$ cat config.mk
export PLATFORM = sky130hd
export DESIGN_NAME = mem_wb_stage
export DESIGN_NICKNAME = d
export VERILOG_FILES = /design/src/rtl/mem_wb_stage.sv
export SDC_FILE = /design/constraint.sdc
export NUM_CORES = 1
export LEC_CHECK = 0
export CAP_MARGIN = 40
export CORE_ASPECT_RATIO = 0.7
export CORE_MARGIN = 8
export CORE_UTILIZATION = 41
export CTS_CLUSTER_SIZE = 12
export DETAILED_ROUTE_END_ITERATION = 8
export PLACE_DENSITY = 0.79
export SYNTH_ARGS = -nofsm -noshare
export SYNTH_HDL_FRONTEND = slang
export SYNTH_SLANG_ARGS = --single-unit
$ cat constraint.sdc
create_clock -name clk -period 1.9 [get_ports clk]
set_input_delay 0.19 -clock clk [delete_from_list [all_inputs] [get_ports clk]]
set_output_delay 0.19 -clock clk [all_outputs]
set_load 0.02 [all_outputs]
$ cat src/rtl/mem_wb_stage.sv
// rtl/mem_wb_stage.sv - memory-access stage with MEM/WB pipeline register
//
// Purpose:
//   Takes the EX/MEM slot and either passes an ALU result straight into the
//   MEM/WB register, or runs a load/store on a wait-stated req/ack data bus.
//   While an access is outstanding the upstream pipeline is held via
//   MEM_STALL. An access that waits TIMEOUT cycles without dm_ack is aborted,
//   squashed in WB and flagged on the sticky ERR output.
//
// Ports:
//   clk, rst_n        clock (rising edge), asynchronous active-low reset
//   MEM_VALID         EX/MEM slot holds a real instruction
//   MEM_DM_WE         store request
//   MEM_RF_D_SEL      1 = write back memory data (load), 0 = ALU result
//   MEM_ALU_RES       ALU result
//   MEM_muxB          store data
//   MEM_DM_ADDR       data-memory address
//   MEM_RF_WE         instruction writes the register file
//   MEM_RF_WA         destination register
//   MEM_STALL         hold EX/MEM and earlier stages (combinational)
//   dm_req            memory request (registered)
//   dm_we             1 = write, 0 = read
//   dm_addr           latched address
//   dm_wdata          latched store data
//   dm_ack            memory completes the access this cycle
//   dm_rdata          read data, valid with dm_ack
//   WB_VALID          WB slot valid
//   WB_RF_WE          register-file write enable
//   WB_RF_WA          destination register
//   WB_RF_D           write-back data
//   ERR               sticky timeout flag

module mem_wb_stage #(
  parameter int ADDR_W  = 16,
  parameter int DATA_W  = 32,
  parameter int RA_W    = 5,
  parameter int TIMEOUT = 15
) (
  input  logic              clk,
  input  logic              rst_n,
  input  logic              MEM_VALID,
  input  logic              MEM_DM_WE,
  input  logic              MEM_RF_D_SEL,
  input  logic [DATA_W-1:0] MEM_ALU_RES,
  input  logic [DATA_W-1:0] MEM_muxB,
  input  logic [ADDR_W-1:0] MEM_DM_ADDR,
  input  logic              MEM_RF_WE,
  input  logic [RA_W-1:0]   MEM_RF_WA,
  output logic              MEM_STALL,
  output logic              dm_req,
  output logic              dm_we,
  output logic [ADDR_W-1:0] dm_addr,
  output logic [DATA_W-1:0] dm_wdata,
  input  logic              dm_ack,
  input  logic [DATA_W-1:0] dm_rdata,
  output logic              WB_VALID,
  output logic              WB_RF_WE,
  output logic [RA_W-1:0]   WB_RF_WA,
  output logic [DATA_W-1:0] WB_RF_D,
  output logic              ERR
);

  // The counter holds the number of ack-less WAIT cycles already completed,
  // so the abort fires in the TIMEOUT-th WAIT cycle when cnt == TIMEOUT-1.
  localparam logic [7:0] CNT_LAST = 8'(TIMEOUT - 1);

  typedef enum logic {
    S_IDLE = 1'b0,
    S_WAIT = 1'b1
  } state_t;

  state_t          state;
  logic [7:0]      cnt;
  logic            lat_rf_we;
  logic            lat_store;
  logic [RA_W-1:0] lat_wa;

  logic store;
  logic load;
  logic access;
  logic at_limit;

  always_comb begin
    store    = MEM_VALID & MEM_DM_WE;
    load     = MEM_VALID & MEM_RF_D_SEL & ~MEM_DM_WE;
    access   = store | load;
    at_limit = (cnt == CNT_LAST);
    MEM_STALL = 1'b0;
    if (state == S_IDLE) begin
      MEM_STALL = access;
    end else begin
      // Upstream advances on the completing edge, and also on the abort edge.
      MEM_STALL = ~dm_ack & ~at_limit;
    end
  end

  always_ff @(posedge clk or negedge rst_n) begin
    if (!rst_n) begin
      state     <= S_IDLE;
      cnt       <= 8'd0;
      lat_rf_we <= 1'b0;
      lat_store <= 1'b0;
      lat_wa    <= '0;
      dm_req    <= 1'b0;
      dm_we     <= 1'b0;
      dm_addr   <= '0;
      dm_wdata  <= '0;
      WB_VALID  <= 1'b0;
      WB_RF_WE  <= 1'b0;
      WB_RF_WA  <= '0;
      WB_RF_D   <= '0;
      ERR       <= 1'b0;
    end else begin
      case (state)
        S_IDLE: begin
          if (access) begin
            // Freeze the bus request and the WB bookkeeping for the access.
            dm_req    <= 1'b1;
            dm_we     <= store;
            dm_addr   <= MEM_DM_ADDR;
            dm_wdata  <= MEM_muxB;
            lat_wa    <= MEM_RF_WA;
            lat_rf_we <= MEM_RF_WE;
            lat_store <= store;
            cnt       <= 8'd0;
            WB_VALID  <= 1'b0;
            WB_RF_WE  <= 1'b0;
            state     <= S_WAIT;
          end else begin
            WB_VALID <= MEM_VALID;
            WB_RF_WE <= MEM_VALID & MEM_RF_WE;
            WB_RF_WA <= MEM_RF_WA;
            WB_RF_D  <= MEM_ALU_RES;
          end
        end

        S_WAIT: begin
          if (dm_ack) begin
            // An ack in the limit cycle still wins over the timeout.
            dm_req   <= 1'b0;
            cnt      <= 8'd0;
            state    <= S_IDLE;
            WB_VALID <= 1'b1;
            WB_RF_WA <= lat_wa;
            if (lat_store) begin
              WB_RF_WE <= 1'b0;
              WB_RF_D  <= '0;
            end else begin
              WB_RF_WE <= lat_rf_we;
              WB_RF_D  <= dm_rdata;
            end
          end else if (at_limit) begin
            // Abort: retire the instruction as a squashed slot.
            dm_req   <= 1'b0;
            cnt      <= 8'd0;
            state    <= S_IDLE;
            ERR      <= 1'b1;
            WB_VALID <= 1'b1;
            WB_RF_WE <= 1'b0;
            WB_RF_WA <= lat_wa;
            WB_RF_D  <= '0;
          end else begin
            cnt      <= cnt + 8'd1;
            WB_VALID <= 1'b0;
            WB_RF_WE <= 1'b0;
          end
        end

        default: begin
          state <= S_IDLE;
        end
      endcase
    end
  end

endmodule

==> results of run 1 <==
## critical path: stages (launching register included)
cell and delay [ps]:
dfrtp_1 380, or3_4 380, o21a_1 190, or2_4 260
buf_6 140
## stage by stage
step / hold slack, ps / cell area [um^2] / cells / util
after floorplan: -105.6 / 4497 / 384 / -
after global placement: 227.6 / 6905 / 748 / 0.6364
after detailed placement: 239.5 / 6905 / 748 / 0.6364
after CTS: 418.4 / 7246 / 764 / 0.6678
after global routing: 455.5 / 7281 / 766 / 0.6710
final: 404.6 / 7281 / 766 / 0.6710
## repair_timing
item / 4_1_cts / 5_1_grt
hold endpoints to repair: 43 / 0
pin swaps: 2 / 3
endpoints found under the setup margin: 1 / 4
hold buffers: 1 / 0
gates resized for setup: 6 / 5
buffers inserted: 0 / 2
## registers in the layout (all words and copies together) (netlist names)
register   cells
WB_VALID       1
lat_rf_we      1
dm_wdata      32
dm_addr       16
WB_RF_WA       5
cnt            8
ERR            1
dm_req         1
WB_RF_D       32
WB_RF_WE       1
lat_wa         5
state          1
lat_store      1
## cells in the mapped netlist
library cell / instances / area [um^2]
o21ai_0: 61 / 305.3
a32o_1: 1 / 10.01
a31oi_1: 4 / 25.02
a22o_1: 1 / 8.760
buf_1: 1 / 3.750
or2_2: 1 / 6.260
mux2_2: 54 / 608.1
buf_8: 1 / 15.01
or3_1: 2 / 12.51
and4_1: 1 / 8.760
buf_6: 3 / 33.78
nor2_1: 2 / 7.510
clkbuf_1: 16 / 60.06
inv_1: 3 / 11.26
a21o_1: 2 / 15.01
buf_2: 6 / 30.03
a41oi_1: 1 / 8.760
or2b_1: 1 / 7.510
and3_1: 1 / 6.260
dfrtp_1: 105 / 2628
nand2_1: 8 / 30.03
and3b_1: 1 / 8.760
or3_4: 1 / 11.26
or2_4: 1 / 8.760
and2_1: 1 / 6.260
nor2b_1: 34 / 212.7
o21ai_1: 19 / 95.09
ha_1: 2 / 25.02
nand3_1: 2 / 10.01
mux2i_1: 5 / 50.05
o21a_1: 3 / 22.52
a21oi_1: 38 / 190.2
nand4_1: 1 / 6.260
nand4b_1: 1 / 8.760
## path summary, 6_finish.rpt
path,end,start,depth (start not counted)
setup reg to reg,WB_RF_D[8],cnt[5],5
hold / removal,dm_wdata[31],rst_n,2
max in group asynchronous,WB_RF_D[27],rst_n,3
setup / recovery,MEM_STALL,cnt[5],4
hold reg to reg,ERR,ERR,1
min in group clk,dm_addr[6],MEM_DM_ADDR[6],2
## where the power goes
group	total, uW	switching [uW]	internal [uW]
logic	2750	1320	1430
clock network	2000	778	1220
registers	2980	255	2720
total	7730	2350	5380
## kinds of logic (layout without fill, tap and decap cells)
| kind of cell | count (synthesis) | in the layout | share of synthesized area |
|---|---|---|---|
| muxes | 59 | 59 | 0.1464 |
| and+or+nand+nor | 58 | 58 | 0.07819 |
| DFF | 105 | 105 | 0.5843 |
| buffers and inverters | 30 | 259 | 0.03422 |
| adders and majority gates | 2 | 2 | 0.005564 |
| AOI/OAI and AO/OA | 130 | 130 | 0.1514 |
## routing by layer
layer	global-route usage	up-vias	share of wire	wire length [um]
li1	-	1802	-	-
met1	0.2099	1870	0.39	5335
met2	0.3282	121	0.52	6992
met3	0.05869	21	0.067	900
met4	0.06040	0	0.022	291
met5	0	-	0	0
## cell type report
class,instances,area share
sequential,105,0.3609
multi-input combinational,249,0.2377
tap,153,0.02629
clock buffer,11,0.03471
inverter,3,0.001547
clock inverter,4,0.01048
timing repair buffer,241,0.3284
==> run metrics, run 1 <==
leading cell type in the layout, fill and taps excluded clkdlybuf4s50_1; worst-skew pair later-pin latency approximately 330 ps; Chip Height a little over 100 um; FF-to-FF setup slack approximately 100 ps; Pins Over Slew Limit 0; Clock Skews 6.995 ps; Critical Path AT 1680 ps; port buffer count around 210; fmax roughly 530 MHz; via-per-instance ratio roughly 5; register area around 2600 um^2; status finished clean; fill count 802; GRT overflow 0; PD cells 1062 nW/um^2; max cap viols 0; pre-CTS setup slack -185.3 ps; Synth Cell Area ~4500 um^2; RSZ-0062 raised after global routing true; ANT nets after route 0; vias in the first global route about 4200; num rows 32; Required @ worst endpoint ~1700 ps; Avg Cell Area, Syn 11.71 um^2; Ys Warns 0; gpl congestion approximately 0.77; dpl hpwl between 10000 and 15000 um; global-route wire length before repair approximately 22000 um; Startpoint Class register; drt wl/cell around 18 um; #FFs+latches synth roughly 110; Initial Utilization 0.4144; initial antenna violation count 0; total wire length approximately 14000 um; Post-route DRC 0; total power roughly 7700 uW; Syn Nets 510; Max FO, Critical Path 2; Mapped Cells 384; Clock Pin Slew Worst Setup and Hold Paths ~70 ps; All-Layer GR Usage 0.1862; setup TNS 0 ps; n_diodes 0; total number of vias ~3800; clock buffer depth 2; final worst slack about 26 ps; Hold Violations, Final 0; CTS Sinks between 100 and 150; worst-case vdd ir drop slightly above 600 uV; largest net degree at the start of global routing 60; min Tclk post-route about 1900 ps; chip width around 140 um; Core Area 10850 um^2; Worst-Margin Slew just over 600 ps; Final setup viols 0; die area between 10000 and 15000 um^2; area of the multi-input gates 1730 um^2; share of cells above drive strength 1 0.1680; slew margin rel. 0.5944; drt first pass iters 4; hold crit path type input port to asynchronous set/reset pin; initial DRC count 189; H-Tree Level Count 3; I/O Pins approximately 220; CP Class register to primary output; Cell variety after synth 34; crit path capture type primary output; Final Cycle Share 0.9863; sequential fraction of the synthesis area 0.5843; CTS Buf Count 9; Root Driver clkbuf_16; most frequent cells in the layout clkdlybuf4s50_1, dfrtp_1, o21ai_0; CTS tree done; Nets between 700 and 800; P&R area growth vs syn 61.91%; leak pwr between 0.002 and 0.003 uW
(Power assumes the default switching activity.)
==> inputs of run 2 (changes only) <==
--- a/config.mk
+++ b/config.mk
@@ -7,11 +7,12 @@
 export LEC_CHECK = 0
 export CAP_MARGIN = 40
 export CORE_ASPECT_RATIO = 0.7
-export CORE_MARGIN = 8
+export CORE_MARGIN = 5
 export CORE_UTILIZATION = 41
 export CTS_CLUSTER_SIZE = 12
 export DETAILED_ROUTE_END_ITERATION = 8
 export PLACE_DENSITY = 0.79
+export REMOVE_ABC_BUFFERS = 1
 export SYNTH_ARGS = -nofsm -noshare
 export SYNTH_HDL_FRONTEND = slang
 export SYNTH_SLANG_ARGS = --single-unit
==> run 2 against run 1 <==
Highest routed layer unchanged. Global-route usage up 1.3 points. First-iteration DRC count is 1.1% higher. Register-to-register slack barely moved. Count of clock-buffer cells in the layout unchanged. Largest power group unchanged.
==> run metrics, run 2 (same netlist as run 1, synthesis figures left out) <==
Clock Skews 11.47 ps (was 6.995 ps); Clk network pwr share 0.273 (was 0.259); status finished clean (unchanged); Critical Path Stages 4 (unchanged); global-route wire length before repair 21310 um (was 22050 um); Net Sw Power 2357 uW (was 2350 uW); highest routed layer met4 (unchanged); num rows 32 (unchanged); gpl congestion 0.8051 (was 0.7671); biggest regs WB_RF_D: 32 flops, dm_wdata: 32 flops, dm_addr: 16 flops (unchanged); CP Class register to primary output (unchanged); total wire length 12950 um (was 13520 um); dpl hpwl 9594 um (was 10280 um); met3 routed WL 1130 um (was 900 um); pre-CTS setup slack -207.7 ps (was -185.3 ps); Nets 730 (was 735); setup TNS 0 ps (unchanged); CP top delay family simple AND/OR/NAND/NOR gates (unchanged); Pint 5503 uW (was 5380 uW); Critical Path Max Stage Delay 390 ps (was 380 ps); sw frac 0.2998 (was 0.3040); Final setup viols 0 (unchanged); post-CTS setup buffer count 0 (unchanged); final worst slack 22.85 ps (was 25.96 ps); CTS Buf Count 9 (unchanged); leak pwr 0.002972 uW (was 0.002980 uW); n_diodes 0 (unchanged); total power 7860 uW (was 7730 uW); hold crit path type input port to asynchronous set/reset pin (unchanged); CP max stage cell or3_4 (was dfrtp_1); Required @ worst endpoint 1710 ps (about the same); GRT overflow 0 (unchanged); port buffer count 214 (unchanged); cells along the critical path or3_4, o21a_1, or2_4, buf_6 (unchanged); Pins Over Slew Limit 0 (unchanged); ANT nets after route 0 (unchanged); largest net degree at the start of global routing 59 (was 60); drt first pass iters 4 (unchanged); crit path capture type primary output (unchanged); dpl cell area 6895 um^2 (was 6905 um^2); drt wl/cell 17.02 um (was 17.65 um); met1 wire length 5373 um (was 5335 um); PD cells 1083 nW/um^2 (was 1062 nW/um^2); Startpoint Class register (unchanged); Routed met2 length 6254 um (was 6992 um); share of cells above drive strength 1 0.1579 (was 0.1680); Post-route DRC 0 (unchanged); H-Tree Level Count 3 (unchanged); initial antenna violation count 0 (unchanged); CTS tree done (unchanged); fmax 532.7 MHz (was 533.6 MHz); initial DRC count 191 (was 189); worst-case vdd ir drop 516.9 uV (was 622.5 uV); All-Layer GR Usage 0.1993 (was 0.1862); worst-skew pair later-pin latency 340 ps (was 330 ps); Worst-Margin Slew 495.7 ps (was 608.4 ps); leading cell type in the layout, fill and taps excluded clkdlybuf4s50_1 (unchanged); die area 13200 um^2 (was 14630 um^2); Clock Pin Slew Worst Setup and Hold Paths 60 ps (was 70 ps); Chip Height 97.62 um (was 103.6 um); Final Cycle Share 0.9880 (was 0.9863); most frequent cells in the layout clkdlybuf4s50_1, dfrtp_1, o21ai_0 (unchanged); I/O Pins 215 (unchanged); Critical Path AT 1690 ps (was 1680 ps); Max FO, Critical Path 2 (unchanged); RSZ-0062 raised after global routing true (unchanged); vias in the first global route 4147 (was 4193); worst r2r path cells 7 (was 5); clock buffer depth 2 (unchanged); P&R area growth vs syn 61.41% (was 61.91%); via-per-instance ratio 5.003 (was 4.979); Sequential Power Share 0.379 (was 0.385); CTS Sinks 105 (unchanged); total number of vias 3807 (was 3814); Hold Violations, Final 0 (unchanged); slew margin rel. 0.6661 (was 0.5944); Core Area 10850 um^2 (unchanged); Initial Utilization 0.4144 (unchanged); chip width 135.2 um (was 141.2 um); crit path buf inv count 1 (unchanged); WHS 279.6 ps (was 404.6 ps); post-route cell area 7258 um^2 (was 7281 um^2); power share of the combinational group 0.348 (was 0.356); min Tclk post-route 1877 ps (was 1874 ps); max cap viols 0 (unchanged); Root Driver clkbuf_16 (unchanged)
[run 2: power groups by stage]
stage | Sequential (uW) | Combinational [uW] | Clock, uW
2_1_floorplan | 3580 | 644 | 0
3_3_place_gp | 2980 | 2700 | 0
3_5_place_dp | 3020 | 2760 | 0
4_1_cts | 2990 | 2770 | 2200
5_1_grt | 3060 | 2910 | 2310
6_report | 2980 | 2730 | 2150
[run 2: path summary, 6_finish.rpt]
path | startpoint | end | slack (ps)
worst max-delay path | cnt[5] | MEM_STALL | 20
worst min-delay path | rst_n | WB_RF_D[2] | 280
worst max register to register | cnt[0] | cnt[2] | 100
worst min register to register | ERR | ERR | 460
max in group asynchronous | rst_n | WB_RF_WA[0] | 950
min in group clk | ERR | ERR | 460
[run 2: what timing repair did]
| item | CTS | global route |
|---|---|---|
| endpoints found under the setup margin | 1 | 1 |
| hold buffers | 1 | 0 |
| endpoints found under the hold margin | 16 | 0 |
| gates resized for setup | 6 | 0 |
| pin swaps | 1 | 0 |
[run 2: metrics by stage]
| step | util | std cells |
|---|---|---|
| after floorplan | - | 357 |
| final | 0.6689 | 761 |
| after global placement | 0.6355 | 745 |
| after global routing | 0.6689 | 761 |
| after detailed placement | 0.6355 | 745 |
| after CTS | 0.6689 | 761 |
[run 2: final cells by class]
| class | instances | area (um^2) |
|---|---|---|
| Timing Repair Buffer | 236 | 2359 |
| Inverter | 3 | 11.26 |
| Clock inverter | 4 | 98.84 |
| Tap cell | 153 | 191.4 |
| Clock buffer | 11 | 252.7 |
| Fill cell | 834 | 3592 |
| Multi-Input combinational cell | 249 | 1718 |
| Sequential cell | 105 | 2628 |
[run 2: layer usage]
| layer | up-vias | track usage |
|---|---|---|
| met2 | 130 | 0.3242 |
| met5 | - | 0 |
| li1 | 1788 | - |
| met4 | 0 | 0.04725 |
| met3 | 17 | 0.07816 |
| met1 | 1872 | 0.2508 |
==> inputs of run 3 (changes only) <==
--- a/config.mk
+++ b/config.mk
@@ -7,11 +7,10 @@
 export LEC_CHECK = 0
 export CAP_MARGIN = 40
 export CORE_ASPECT_RATIO = 0.7
-export CORE_MARGIN = 5
-export CORE_UTILIZATION = 41
+export CORE_UTILIZATION = 30
 export CTS_CLUSTER_SIZE = 12
 export DETAILED_ROUTE_END_ITERATION = 8
-export PLACE_DENSITY = 0.79
+export PLACE_DENSITY = 0.6
 export REMOVE_ABC_BUFFERS = 1
 export SYNTH_ARGS = -nofsm -noshare
 export SYNTH_HDL_FRONTEND = slang
==> constraint.sdc (replaced) <==
create_clock -name clk -period 1.9 [get_ports clk]
set_input_delay 0.38 -clock clk [delete_from_list [all_inputs] [get_ports clk]]
set_output_delay 0.38 -clock clk [all_outputs]
set_load 0.02 [all_outputs]
==> run 3 against run 2 <==
The run now ends with negative hold slack, negative setup slack left. Setup slack worse by 190 ps. Total power is 3.9% lower. Count of clock-buffer cells in the layout stayed put. Cell count is 5.9% higher. Critical path type unchanged. Critical endpoint unchanged.
==> run metrics, run 3 (same netlist as run 1, synthesis figures left out) <==
status complete, but fails checks (was finished clean); failing checks negative hold slack, negative setup slack; clock buffer depth 2 (unchanged); Required @ worst endpoint 1520 ps (was 1710 ps); setup TNS -171.3 ps (was 0 ps); port buffer count 214 (unchanged); gpl congestion 0.7532 (was 0.8051); share of cells above drive strength 1 0.1653 (was 0.1579); Pins Over Slew Limit 0 (unchanged); final worst slack -171.3 ps (was 22.85 ps); Final Cycle Share 1.090 (was 0.9880); Chip Height 104.4 um (was 97.62 um); Clock Pin Slew Worst Setup and Hold Paths 70 ps (was 60 ps); dpl hpwl 8807 um (was 9594 um); cells along the critical path or3_4, o21a_1, or2_4, buf_6 (unchanged); n_diodes 0 (unchanged); fmax 482.8 MHz (was 532.7 MHz); initial DRC count 170 (was 191); initial antenna violation count 0 (unchanged); Final setup viols 1 (was 0); drt wl/cell 15.74 um (was 17.02 um); min Tclk post-route 2071 ps (was 1877 ps); vias in the first global route 3932 (was 4147); Critical Path Max Stage Delay 380 ps (was 390 ps); H-Tree Level Count 3 (unchanged); Startpoint Class register (unchanged); I/O Pins 215 (unchanged); slew margin rel. 0.6908 (was 0.6661); chip width 148.3 um (was 135.2 um); CTS tree done (unchanged); WHS -10.59 ps (was 279.6 ps); CP top delay family simple AND/OR/NAND/NOR gates (unchanged); max cap viols 0 (unchanged); P&R area growth vs syn 63.13% (was 61.41%); global-route wire length before repair 20580 um (was 21310 um); largest net degree at the start of global routing 46 (was 59); Clock Skews 9.512 ps (was 11.47 ps); drt first pass iters 4 (unchanged); Critical Path AT 1690 ps (about the same); RSZ-0062 raised after global routing true (unchanged); CP Launch Point cnt[5] (unchanged); dpl cell area 6964 um^2 (was 6895 um^2); met3 usage 0.06096 (was 0.07816); post-route cell area 7336 um^2 (was 7258 um^2); worst-case vdd ir drop 570.8 uV (was 516.9 uV); CTS Sinks 105 (unchanged); biggest regs WB_RF_D: 32 flops, dm_wdata: 32 flops, dm_addr: 16 flops (unchanged); Critical Path Stages 4 (unchanged); GRT overflow 0 (unchanged); CTS Buf Count 9 (unchanged); die area 15490 um^2 (was 13200 um^2); leading cell type in the layout, fill and taps excluded clkdlybuf4s50_1 (unchanged); All-Layer GR Usage 0.1702 (was 0.1993); PD cells 1030 nW/um^2 (was 1083 nW/um^2); leak pwr 0.002980 uW (was 0.002972 uW); CP max stage cell dfrtp_1 (was or3_4); CP Class register to primary output (unchanged); most frequent cells in the layout clkdlybuf4s50_1, dfrtp_1, o21ai_0 (unchanged); FF-to-FF Start cnt[5] (was cnt[0]); Hold Violations, Final 22 (was 0); busiest grt layer met2 (unchanged); Core Area 14680 um^2 (was 10850 um^2); worst r2r path cells 5 (was 7); crit path buf inv count 1 (unchanged); num rows 37 (was 32); Worst-Margin Slew 463.7 ps (was 495.7 ps); total number of vias 3759 (was 3807); Root Driver clkbuf_16 (unchanged); crit path capture type primary output (unchanged); worst-skew pair later-pin latency 340 ps (about the same); Max FO, Critical Path 2 (unchanged); ANT nets after route 0 (unchanged); hold crit path type input port to asynchronous set/reset pin (unchanged); Initial Utilization 0.3064 (was 0.4144); fill count 1308 (was 834); met2 Use GR 0.2679 (was 0.3242); total wire length 12690 um (was 12950 um); met1 Use GR 0.2220 (was 0.2508); via-per-instance ratio 4.664 (was 5.003); Post-route DRC 0 (unchanged); Nets 734 (was 730)
-- run 3: worst paths after layout --
check                               to  slack (ps)
max                          MEM_STALL        -170
min                        WB_RF_D[15]         -10
max reg2reg                 WB_RF_D[3]         110
min reg2reg                        ERR         460
max in group asynchronous  dm_wdata[4]        1320
min in group clk                   ERR         460
-- run 3: worst register-to-register path, cell delays in order (launching register included) --
cell and delay, ps:
dfrtp_1 380, or3_4 390, o21a_1 190, or2_4 260
buf_4 270, o21ai_0 230
-- run 3: metrics by stage --
| step | power, uW | std cells | setup slack [ps] | utilization |
|---|---|---|---|---|
| detailed placement | 5754 | 789 | -601.9 | 0.4746 |
| CTS | 7647 | 805 | -185.4 | 0.4977 |
| global placement | 5694 | 789 | -600.0 | 0.4746 |
| finish | 7555 | 806 | -171.3 | 0.4999 |
| global route | 7970 | 806 | -250.0 | 0.4999 |
| floorplan | 4220 | 357 | -1956 | - |
-- run 3: area by class of cell --
class / count / area (um^2) / area share
clock buffers: 11 / 242.7 / 0.03309
repair buffers: 240 / 2444 / 0.3331
inverters: 3 / 11.26 / 0.001535
clock inverters: 3 / 42.54 / 0.005799
well taps: 195 / 244.0 / 0.03326
flip-flops and latches: 105 / 2629 / 0.3583
multi-input cells: 249 / 1723 / 0.2349
-- run 3: power breakdown --
part | switching [uW] | internal, uW | leakage [uW]
combinational | 1300 | 1450 | 0.00156
sequential | 250 | 2720 | 0.00128
clock | 791 | 1040 | 0.000137
-- run 3: what timing repair did --
| item | 4_1_cts | 5_1_grt |
|---|---|---|
| setup endpoints to repair | 53 | 56 |
| hold buffers | 0 | 0 |
| gates cloned | 1 | 1 |
| resized for setup | 11 | 2 |
| pin swaps | 1 | 0 |
| setup buffers | 1 | 0 |
-- run 3: layer usage --
metal,part of all wire,vias up
met2,0.46,128
met4,0.0098,0
met3,0.081,11
met5,0,-
met1,0.45,1820
li1,-,1800
